**src/rtl/fechadura_mode_ctrl.sv**
```systemverilog
// Lock mode controller: shares the keypad stream and display bus between the
// operational and setup blocks, sequences setup entry/exit and owns the active config.
module fechadura_mode_ctrl #(
  parameter int SETUP_ON_CYC = 2,
  parameter int TIMEOUT_CYC  = 5000,
  parameter int SENHA_W      = 4,
  parameter int BCD_W        = 24,
  parameter int CFG_W        = 32
) (
  input  logic               clk,
  input  logic               rst,
  input  logic [SENHA_W-1:0] key_value,
  input  logic               key_valid,
  input  logic               setup_req,
  output logic [SENHA_W-1:0] oper_value,
  output logic               oper_valid,
  output logic [SENHA_W-1:0] setup_value,
  output logic               setup_valid,
  output logic               setup_on,
  output logic               setup_abort,
  input  logic               setup_display_en,
  input  logic [BCD_W-1:0]   setup_bcd,
  input  logic [BCD_W-1:0]   oper_bcd,
  output logic [BCD_W-1:0]   bcd_out,
  input  logic [CFG_W-1:0]   setup_data_new,
  input  logic               setup_data_ok,
  output logic [CFG_W-1:0]   cfg_active,
  output logic               cfg_update,
  output logic               mode
);

  localparam int CNT_W = $clog2(TIMEOUT_CYC);
  localparam int ON_W  = (SETUP_ON_CYC > 1) ? $clog2(SETUP_ON_CYC) : 1;
  localparam logic [CNT_W-1:0] TO_LAST = CNT_W'(TIMEOUT_CYC - 1);
  localparam logic [ON_W-1:0]  ON_LAST = ON_W'(SETUP_ON_CYC - 1);

  typedef enum logic [2:0] {
    ST_INIT   = 3'd0,
    ST_OPER   = 3'd1,
    ST_ENTER  = 3'd2,
    ST_SETUP  = 3'd3,
    ST_COMMIT = 3'd4
  } state_e;

  state_e             state_q, state_d;
  logic [ON_W-1:0]    on_cnt_q, on_cnt_d;
  logic [CNT_W-1:0]   idle_cnt_q, idle_cnt_d;
  logic               disp_en_q;
  logic               disp_fall_s;
  logic [SENHA_W-1:0] oper_value_q, oper_value_d;
  logic               oper_valid_q, oper_valid_d;
  logic [SENHA_W-1:0] setup_value_q, setup_value_d;
  logic               setup_valid_q, setup_valid_d;
  logic               setup_on_q, setup_on_d;
  logic               setup_abort_q, setup_abort_d;
  logic [CFG_W-1:0]   cfg_active_q, cfg_active_d;
  logic               cfg_update_q, cfg_update_d;
  logic               mode_q, mode_d;

  assign disp_fall_s = disp_en_q & ~setup_display_en;

  // Next-state logic, sequencing counters, commit/abort strobes and mode decode
  always_comb begin
    state_d       = state_q;
    on_cnt_d      = on_cnt_q;
    idle_cnt_d    = '0;
    setup_abort_d = 1'b0;
    cfg_update_d  = 1'b0;
    cfg_active_d  = cfg_active_q;
    case (state_q)
      ST_INIT: begin
        cfg_active_d = setup_data_new;
        cfg_update_d = 1'b1;
        state_d      = ST_OPER;
      end
      ST_OPER: begin
        if (setup_req) begin
          state_d  = ST_ENTER;
          on_cnt_d = '0;
        end else begin
          state_d  = ST_OPER;
        end
      end
      ST_ENTER: begin
        if (on_cnt_q == ON_LAST) begin
          state_d  = ST_SETUP;
          on_cnt_d = '0;
        end else begin
          on_cnt_d = on_cnt_q + ON_W'(1);
        end
      end
      ST_SETUP: begin
        // Inactivity counter saturates rather than wrapping
        if (key_valid) begin
          idle_cnt_d = '0;
        end else if (idle_cnt_q != {CNT_W{1'b1}}) begin
          idle_cnt_d = idle_cnt_q + CNT_W'(1);
        end else begin
          idle_cnt_d = idle_cnt_q;
        end
        if (setup_data_ok) begin
          state_d      = ST_COMMIT;
          cfg_active_d = setup_data_new;
          cfg_update_d = 1'b1;
        end else if (disp_fall_s) begin
          state_d = ST_OPER;
        end else if (!key_valid && (idle_cnt_q == TO_LAST)) begin
          state_d       = ST_OPER;
          setup_abort_d = 1'b1;
        end else begin
          state_d = ST_SETUP;
        end
      end
      ST_COMMIT: begin
        state_d = ST_OPER;
      end
      default: begin
        state_d = ST_INIT;
      end
    endcase
    setup_on_d = (state_d == ST_ENTER);
    mode_d     = (state_d == ST_ENTER) || (state_d == ST_SETUP) || (state_d == ST_COMMIT);
  end

  // Key routing: the side is chosen by the state in the cycle the key arrives
  always_comb begin
    oper_valid_d  = 1'b0;
    oper_value_d  = oper_value_q;
    setup_valid_d = 1'b0;
    setup_value_d = setup_value_q;
    if (key_valid && (state_q == ST_OPER)) begin
      oper_valid_d = 1'b1;
      oper_value_d = key_value;
    end else if (key_valid && (state_q == ST_SETUP)) begin
      setup_valid_d = 1'b1;
      setup_value_d = key_value;
    end else begin
      oper_valid_d  = 1'b0;
      setup_valid_d = 1'b0;
    end
  end

  // State and output registers
  always_ff @(posedge clk or negedge rst) begin
    if (!rst) begin
      state_q       <= ST_INIT;
      on_cnt_q      <= '0;
      idle_cnt_q    <= '0;
      disp_en_q     <= 1'b0;
      oper_value_q  <= '1;
      oper_valid_q  <= 1'b0;
      setup_value_q <= '1;
      setup_valid_q <= 1'b0;
      setup_on_q    <= 1'b0;
      setup_abort_q <= 1'b0;
      cfg_active_q  <= '0;
      cfg_update_q  <= 1'b0;
      mode_q        <= 1'b0;
    end else begin
      state_q       <= state_d;
      on_cnt_q      <= on_cnt_d;
      idle_cnt_q    <= idle_cnt_d;
      disp_en_q     <= setup_display_en;
      oper_value_q  <= oper_value_d;
      oper_valid_q  <= oper_valid_d;
      setup_value_q <= setup_value_d;
      setup_valid_q <= setup_valid_d;
      setup_on_q    <= setup_on_d;
      setup_abort_q <= setup_abort_d;
      cfg_active_q  <= cfg_active_d;
      cfg_update_q  <= cfg_update_d;
      mode_q        <= mode_d;
    end
  end

  assign oper_value  = oper_value_q;
  assign oper_valid  = oper_valid_q;
  assign setup_value = setup_value_q;
  assign setup_valid = setup_valid_q;
  assign setup_on    = setup_on_q;
  assign setup_abort = setup_abort_q;
  assign cfg_active  = cfg_active_q;
  assign cfg_update  = cfg_update_q;
  assign mode        = mode_q;
  assign bcd_out     = (mode_q && setup_display_en) ? setup_bcd : oper_bcd;

endmodule

```
**config.mk**
```make
export PLATFORM = sky130hd
export DESIGN_NAME = fechadura_mode_ctrl
export DESIGN_NICKNAME = d
export VERILOG_FILES = /design/src/rtl/fechadura_mode_ctrl.sv
export SDC_FILE = /design/constraint.sdc
export NUM_CORES = 1
export LEC_CHECK = 0
export BUFFER_PORTS_ARGS = -buffer_cell sky130_fd_sc_hd__buf_2
export CAP_MARGIN = 20
export CORE_ASPECT_RATIO = 0.7
export CORE_MARGIN = 2
export CORE_UTILIZATION = 49
export CTS_CLUSTER_DIAMETER = 200
export DETAILED_ROUTE_END_ITERATION = 10
export PLACE_DENSITY = 0.94
export RECOVER_POWER = 25
export SLEW_MARGIN = 20
export SYNTH_ARGS = -nofsm -noshare
export SYNTH_HDL_FRONTEND = slang
export SYNTH_SLANG_ARGS = --single-unit
```
**constraint.sdc**
```tcl
create_clock -name clk -period 3.8 [get_ports clk]
set_input_delay 0.95 -clock clk [delete_from_list [all_inputs] [get_ports clk]]
set_output_delay 0.95 -clock clk [all_outputs]
set_load 0.02 [all_outputs]
```
==> qor.yml, run 1 <==
route:
  drt-vias-per-instance: 5.22
  route.vias.total: 2474
  firstDrtPassIters: 4
  route.detailed.drc: 0
  drt_iter0_markers: 84
  ant_nets: 0
  wl_um: 7330
  drt-wirelength-per-cell_um: 15.5
global_routing:
  grt_overflow_total: 0
  grt_pass1_vias: 2538
  grt_pass1_wl_um: 11800
  grt_use_total_pct: 21.5
  grt_max_degree: 45
  antenna_found_initial: 0
synthesis:
  synth-edff-count: 0
  yosysSeqAreaShare_pct: 53.0
  synth_area_um2: 3040
  synth.net_count: 325
  synthArstFlopShare_pct: 100
  synth_seq_cells: 64
  yosys_most_used_dff: "dfrtp_1"
  ys_types: 49
  syn_inst: 234
  postSynthAreaPerCell_um2: 13.0
  yosysWarnings: 0
pwr:
  ir_drop_mv: 0.471
  leakagePower_uw: 0.00196
  p_seq_share_pct: 36.6
  switchingPower_uw: 1190
  power_density_nw_per_um2: 753
  p_comb_share_pct: 44.1
  p_int_uw: 1870
  p_clk_share_pct: 19.3
  sw_frac_of_total_pct: 38.8
worst_setup_path:
  cp_data_required_time_ps: 2850
  crit_type: "input pin to output port"
  reg2reg_to: "idle_cnt_q[3]"
  r2r_slack_ps: 1890
  endpoint_kind: "output port"
  path_buf_inv: 3
  crit_path_max_fanout: 14
  reg2reg_depth: 4
  max_stage_delay_ps: 350
  cp-start-kind: "input pin"
  cp_top_family: "buffers and inverters"
  crit_chain: "clkbuf_1 -> nand2_1 -> buf_4 -> mux2_2 -> buf_2"
  r2r_start: "state_q[2]"
  cp.arrival_ps: 2190
  cpMaxStageDelayCell: "mux2_2"
min_path:
  hold_path_end: "cfg_active[28]"
  hold_path_depth: 1
  hold_path_class: "flip-flop to flip-flop"
  min_from: "cfg_active[28]"
clocking:
  clkSlewWorstSetupHoldPaths_ps: 60
  h-tree-depth: 3
  cts_root_buf: "clkbuf_8"
  clock-sinks: 64
  postCtsSetupBuffers: 0
  clockBufferDepth: 2
  clk_latency_ps: 350
  post_cts_resize_count: 0
  cts_tree: "done"
  cts_hold_buf: 0
  numCtsBuffers: 9
finish:
  antenna_cells: 0
  final_net_count: 485
  layout_commonest_cell: "buf_2"
  fillers: 468
  final_cell_mix: "buf_2 (156), dfrtp_1 (56), mux2_2 (32), mux2_1 (32), nand2_1 (12)"
  area_growth_pct: 33.7
  drive_gt1_share_pct: 55.1
timing:
  finalHoldViolCount: 0
  setup_tns_ps: 0
  setup_viol: 0
  rsz0062_at_grt: "no"
  fin_crit_sh_pct: 82.7
  relSlewSlack_pct: 29.5
  drv_slew: 0
  hold_ws_ps: 483
  fin_skew_ps: 8.48
  final.min_clock_period_ps: 3140
  tightest_slew_ps: 1060
  fmax_ghz: 0.318
placement:
  finalWeightedCongestion: 0.781
  port_buffers: 159
  hpwl_um: 5570
floorplan:
  dieArea_um2: 6860
  die_h_um: 69.9
  initial_core_util_pct: 52.0
  die_w_um: 98.1
  core_area_um2: 5840
  num_io_pins: 160
  rows: 23
status:
  status: "finished clean"
run:
  drv_cap: 0
power groups by stage:
stage / clock [uW] / sequential, uW / combinational, uW
floorplan: 0 / 1410 / 646
global placement: 0 / 1110 / 1330
detailed placement: 0 / 1130 / 1380
CTS: 605 / 1130 / 1380
global route: 639 / 1150 / 1450
finish: 591 / 1120 / 1350
state kept, by name, summed over array words and instances, names as in the netlist:
name and cells:
idle_cnt_q 13, setup_valid 1, setup_abort 1, disp_en_q 1, setup_on 1, oper_valid 1
oper_value 4, state_q 3, cfg_update 1, on_cnt_q 1, setup_value 4, mode 1
cfg_active 32
through the flow:
step                      std cells  util, %  total power (uW)  area [um2]  setup WS [ps]
after floorplan                 234        -              2050        3040            974
after detailed placement        458     66.4              2510        3880            650
after global placement          458     66.4              2440        3880            710
after global routing            474     69.6              3240        4060            557
final                           474     69.6              3060        4060            658
after CTS                       474     69.9              3110        4080            645
cells by family (layout without fill, tap and decap cells):
logic type / after synthesis / after routing / share of synthesized area (%)
DFF: 64 / 64 / 53.0
adders and majority gates: 1 / 1 / 0.412
AOI/OAI and AO/OA: 31 / 31 / 7.33
and+or+nand+nor: 52 / 52 / 10.9
muxes: 68 / 68 / 25.0
buffers and inverters: 18 / 183 / 3.33
synth_stat cells, types with 2 or more instances:
library cell  instances  share of area, %
buf_2                 3              0.49
a21oi_1               7               1.2
buf_1                 2              0.25
a31oi_1               3              0.62
nand2b_1              5               1.0
inv_1                 5              0.62
or3_1                 4              0.82
dfstp_2               8               6.9
o21ai_0               5              0.82
dfrtp_1              56                46
nand2_1              12               1.5
o22ai_1               2              0.41
nand4_1               3              0.62
nand3_1               5              0.82
buf_4                 4              0.99
mux2i_1               4               1.3
and3_1                3              0.62
nor2_1                6              0.74
mux2_1               32                12
buf_6                 2              0.74
mux2_2               32                12
o21ai_1               2              0.33
and2_1                2              0.41
clkbuf_1              2              0.25
per-layer routing:
metal	vias to the layer above	share of wire [%]	track usage [%]	wire length, um
met2	107	52	37.8	3800
met5	-	0	0	0
met3	6	7.9	8.61	580
li1	1175	-	-	-
met4	0	0.83	5.63	61
met1	1186	39	24.4	2890
final cells by class:
| class | instances | area, um2 | share of cell area, % |
|---|---|---|---|
| tap | 75 | 93.8 | 2.31 |
| clock buffer | 11 | 151 | 3.73 |
| multi-input combinational | 152 | 1320 | 32.5 |
| sequential | 64 | 1610 | 39.7 |
| inverter | 5 | 18.8 | 0.462 |
| clock inverter | 5 | 55.1 | 1.35 |
| timing repair buffer | 162 | 812 | 20.0 |
worst max path at each step:
stage	from	endpoint	slack [ps]	cells after the start
after global routing	setup_display_en	bcd_out[1]	560	5
after CTS	setup_display_en	bcd_out[22]	650	5
final	setup_display_en	bcd_out[22]	660	5
after global placement	setup_display_en	bcd_out[18]	710	5
after detailed placement	setup_display_en	bcd_out[22]	650	5
after floorplan	setup_display_en	bcd_out[10]	970	3
No activity file was read; power rests on OpenSTA's default activity.
==> inputs of run 2 (changes only) <==
Settings changed: CORE_UTILIZATION 49 to 41, PLACE_DENSITY 0.94 to 0.85.
Clock period 3.8 ns to 2.6 ns, I/O delays scaled along.
==> run 2 against run 1 <==
Clock power increased by 44%. Cell area increased by 1.5%. Cell count increased by 5.5%. Clock skew decreased by 3.1 ps. Count of clock-buffer cells in the layout unchanged. Worst hold slack got worse by 4.3 ps. Die area increased by 19%. Worst setup slack got worse by 310 ps. Highest routed layer unchanged. Via count decreased by 1.9%.
==> qor.yml, run 2 (synthesis gave the netlist of run 1 again) <==
status:
  status: "finished clean"
finish:
  antenna_cells: 0  # unchanged
  layout_commonest_cell: "buf_2"
  seqCellArea_um2: 1610  # unchanged
  drive_gt1_share_pct: 55.7  # +0.58 points
  final_area_um2: 4130  # +1.5%
  area_growth_pct: 35.8
  fillers: 623  # +33%
  largest_reg_flops: 32  # unchanged
  final_net_count: 488  # +0.62%
  multi_input_area_um2: 1330  # +0.95%
  final_cell_mix: "buf_2 (157), dfrtp_1 (56), mux2_2 (32), mux2_1 (32), nand2_1 (12)"
timing:
  drv_slew: 0  # unchanged
  finalHoldViolCount: 0  # unchanged
  fin_skew_ps: 5.35  # -3.13 ps
  setup_viol: 0  # unchanged
  fin_crit_sh_pct: 86.4
  relSlewSlack_pct: 21.3  # -8.2 points
  tightest_slew_ps: 1180  # +123 ps
  final.min_clock_period_ps: 2250
  rsz0062_at_grt: "no"
  setup_tns_ps: 0  # unchanged
  fmax_ghz: 0.445
  hold_ws_ps: 479  # -4.25 ps
worst_setup_path:
  cp_data_required_time_ps: 1950  # -900 ps
  max_stage_delay_ps: 360  # about the same
  crit_path_max_fanout: 16  # +2
  cp-start-kind: "input pin"
  cp.arrival_ps: 1600  # -590 ps
  crit_chain: "clkbuf_1 -> nand2_1 -> buf_4 -> mux2_2 -> buf_2"
  cp_top_family: "buffers and inverters"
  r2r_slack_ps: 740  # -1150 ps
  crit_type: "input pin to output port"
  endpoint_kind: "output port"
  cpMaxStageDelayCell: "mux2_2"
  path_buf_inv: 3  # unchanged
floorplan:
  initial_core_util_pct: 41.9  # -10 points
  rows: 26  # +13%
  die_h_um: 76.0  # +8.8%
  dieArea_um2: 8130  # +19%
  die_w_um: 107  # +8.9%
  core_area_um2: 7250  # +24%
  num_io_pins: 160  # unchanged
clocking:
  cts_tree: "done"
  clock-sinks: 64  # unchanged
  cts_hold_buf: 0  # unchanged
  clk_latency_ps: 330  # -20 ps
  numCtsBuffers: 9  # unchanged
  post_cts_resize_count: 0  # unchanged
  h-tree-depth: 3  # unchanged
  clkSlewWorstSetupHoldPaths_ps: 60  # about the same
  clockBufferDepth: 2  # unchanged
  cts_root_buf: "clkbuf_8"
  postCtsSetupBuffers: 0  # unchanged
global_routing:
  grt_overflow_total: 0  # unchanged
  grt_max_degree: 34  # -24%
  antenna_found_initial: 0  # unchanged
  grt_use_total_pct: 17.6  # -3.9 points
  grt_pass1_vias: 2400  # -5.4%
  grt_pass1_wl_um: 11300  # -4.0%
min_path:
  hold_path_class: "input pin to flip-flop"
pwr:
  ir_drop_mv: 0.575  # +22%
  power_density_nw_per_um2: 1080  # +44%
  leakagePower_uw: 0.00199  # +1.7%
placement:
  hpwl_um: 5510  # -1.1%
  finalWeightedCongestion: 0.820  # +5.0%
  port_buffers: 159  # unchanged
  dpl-instance-area_um2: 3930  # +1.3%
route:
  route.detailed.drc: 0  # unchanged
  drt-wirelength-per-cell_um: 13.8  # -10%
  drt_iter0_markers: 76  # -9.5%
  route.vias.total: 2428  # -1.9%
  drt-vias-per-instance: 4.86  # -7.0%
  ant_nets: 0  # unchanged
  firstDrtPassIters: 4  # unchanged
  wl_um: 6920  # -5.6%
run:
  drv_cap: 0  # unchanged
run 2: final cells by class:
cell class	instances	area share, %
Multi-Input combinational cell	152	32.3
Clock inverter	5	1.33
Timing Repair Buffer	165	20.2
Sequential cell	64	39.1
Inverter	5	0.455
Tap cell	98	2.97
Clock buffer	11	3.67
run 2: final timing paths:
kind | endpoint | startpoint | depth (start not counted)
max | bcd_out[15] | setup_display_en | 5
min | disp_en_q | setup_display_en | 1
max reg2reg | idle_cnt_q[6] | idle_cnt_q[0] | 5
min reg2reg | cfg_active[28] | cfg_active[28] | 1
max in group asynchronous | setup_value[0] | rst | 2
min in group asynchronous | cfg_active[10] | rst | 1
run 2: routing by layer:
layer	track usage [%]	up-vias	share of wire, %
li1	-	1183	-
met2	29.0	113	48
met5	0	-	0
met3	5.65	8	7.6
met1	22.2	1124	43
met4	5.32	0	1.2
run 2: power breakdown:
part	internal [uW]	total (uW)	switching, uW
clock	491	853	361
combinational	835	1970	1140
sequential	1430	1640	206
total	2760	4460	1710
run 2: metrics by stage:
step / util (%) / cells / power (uW) / setup WS, ps
3_5_place_dp: 54.1 / 484 / 3660 / 348
5_1_grt: 56.9 / 500 / 4750 / 287
4_1_cts: 57.0 / 500 / 4530 / 347
3_3_place_gp: 54.1 / 484 / 3580 / 409
6_report: 56.9 / 500 / 4460 / 353
2_1_floorplan: - / 234 / 3000 / 374
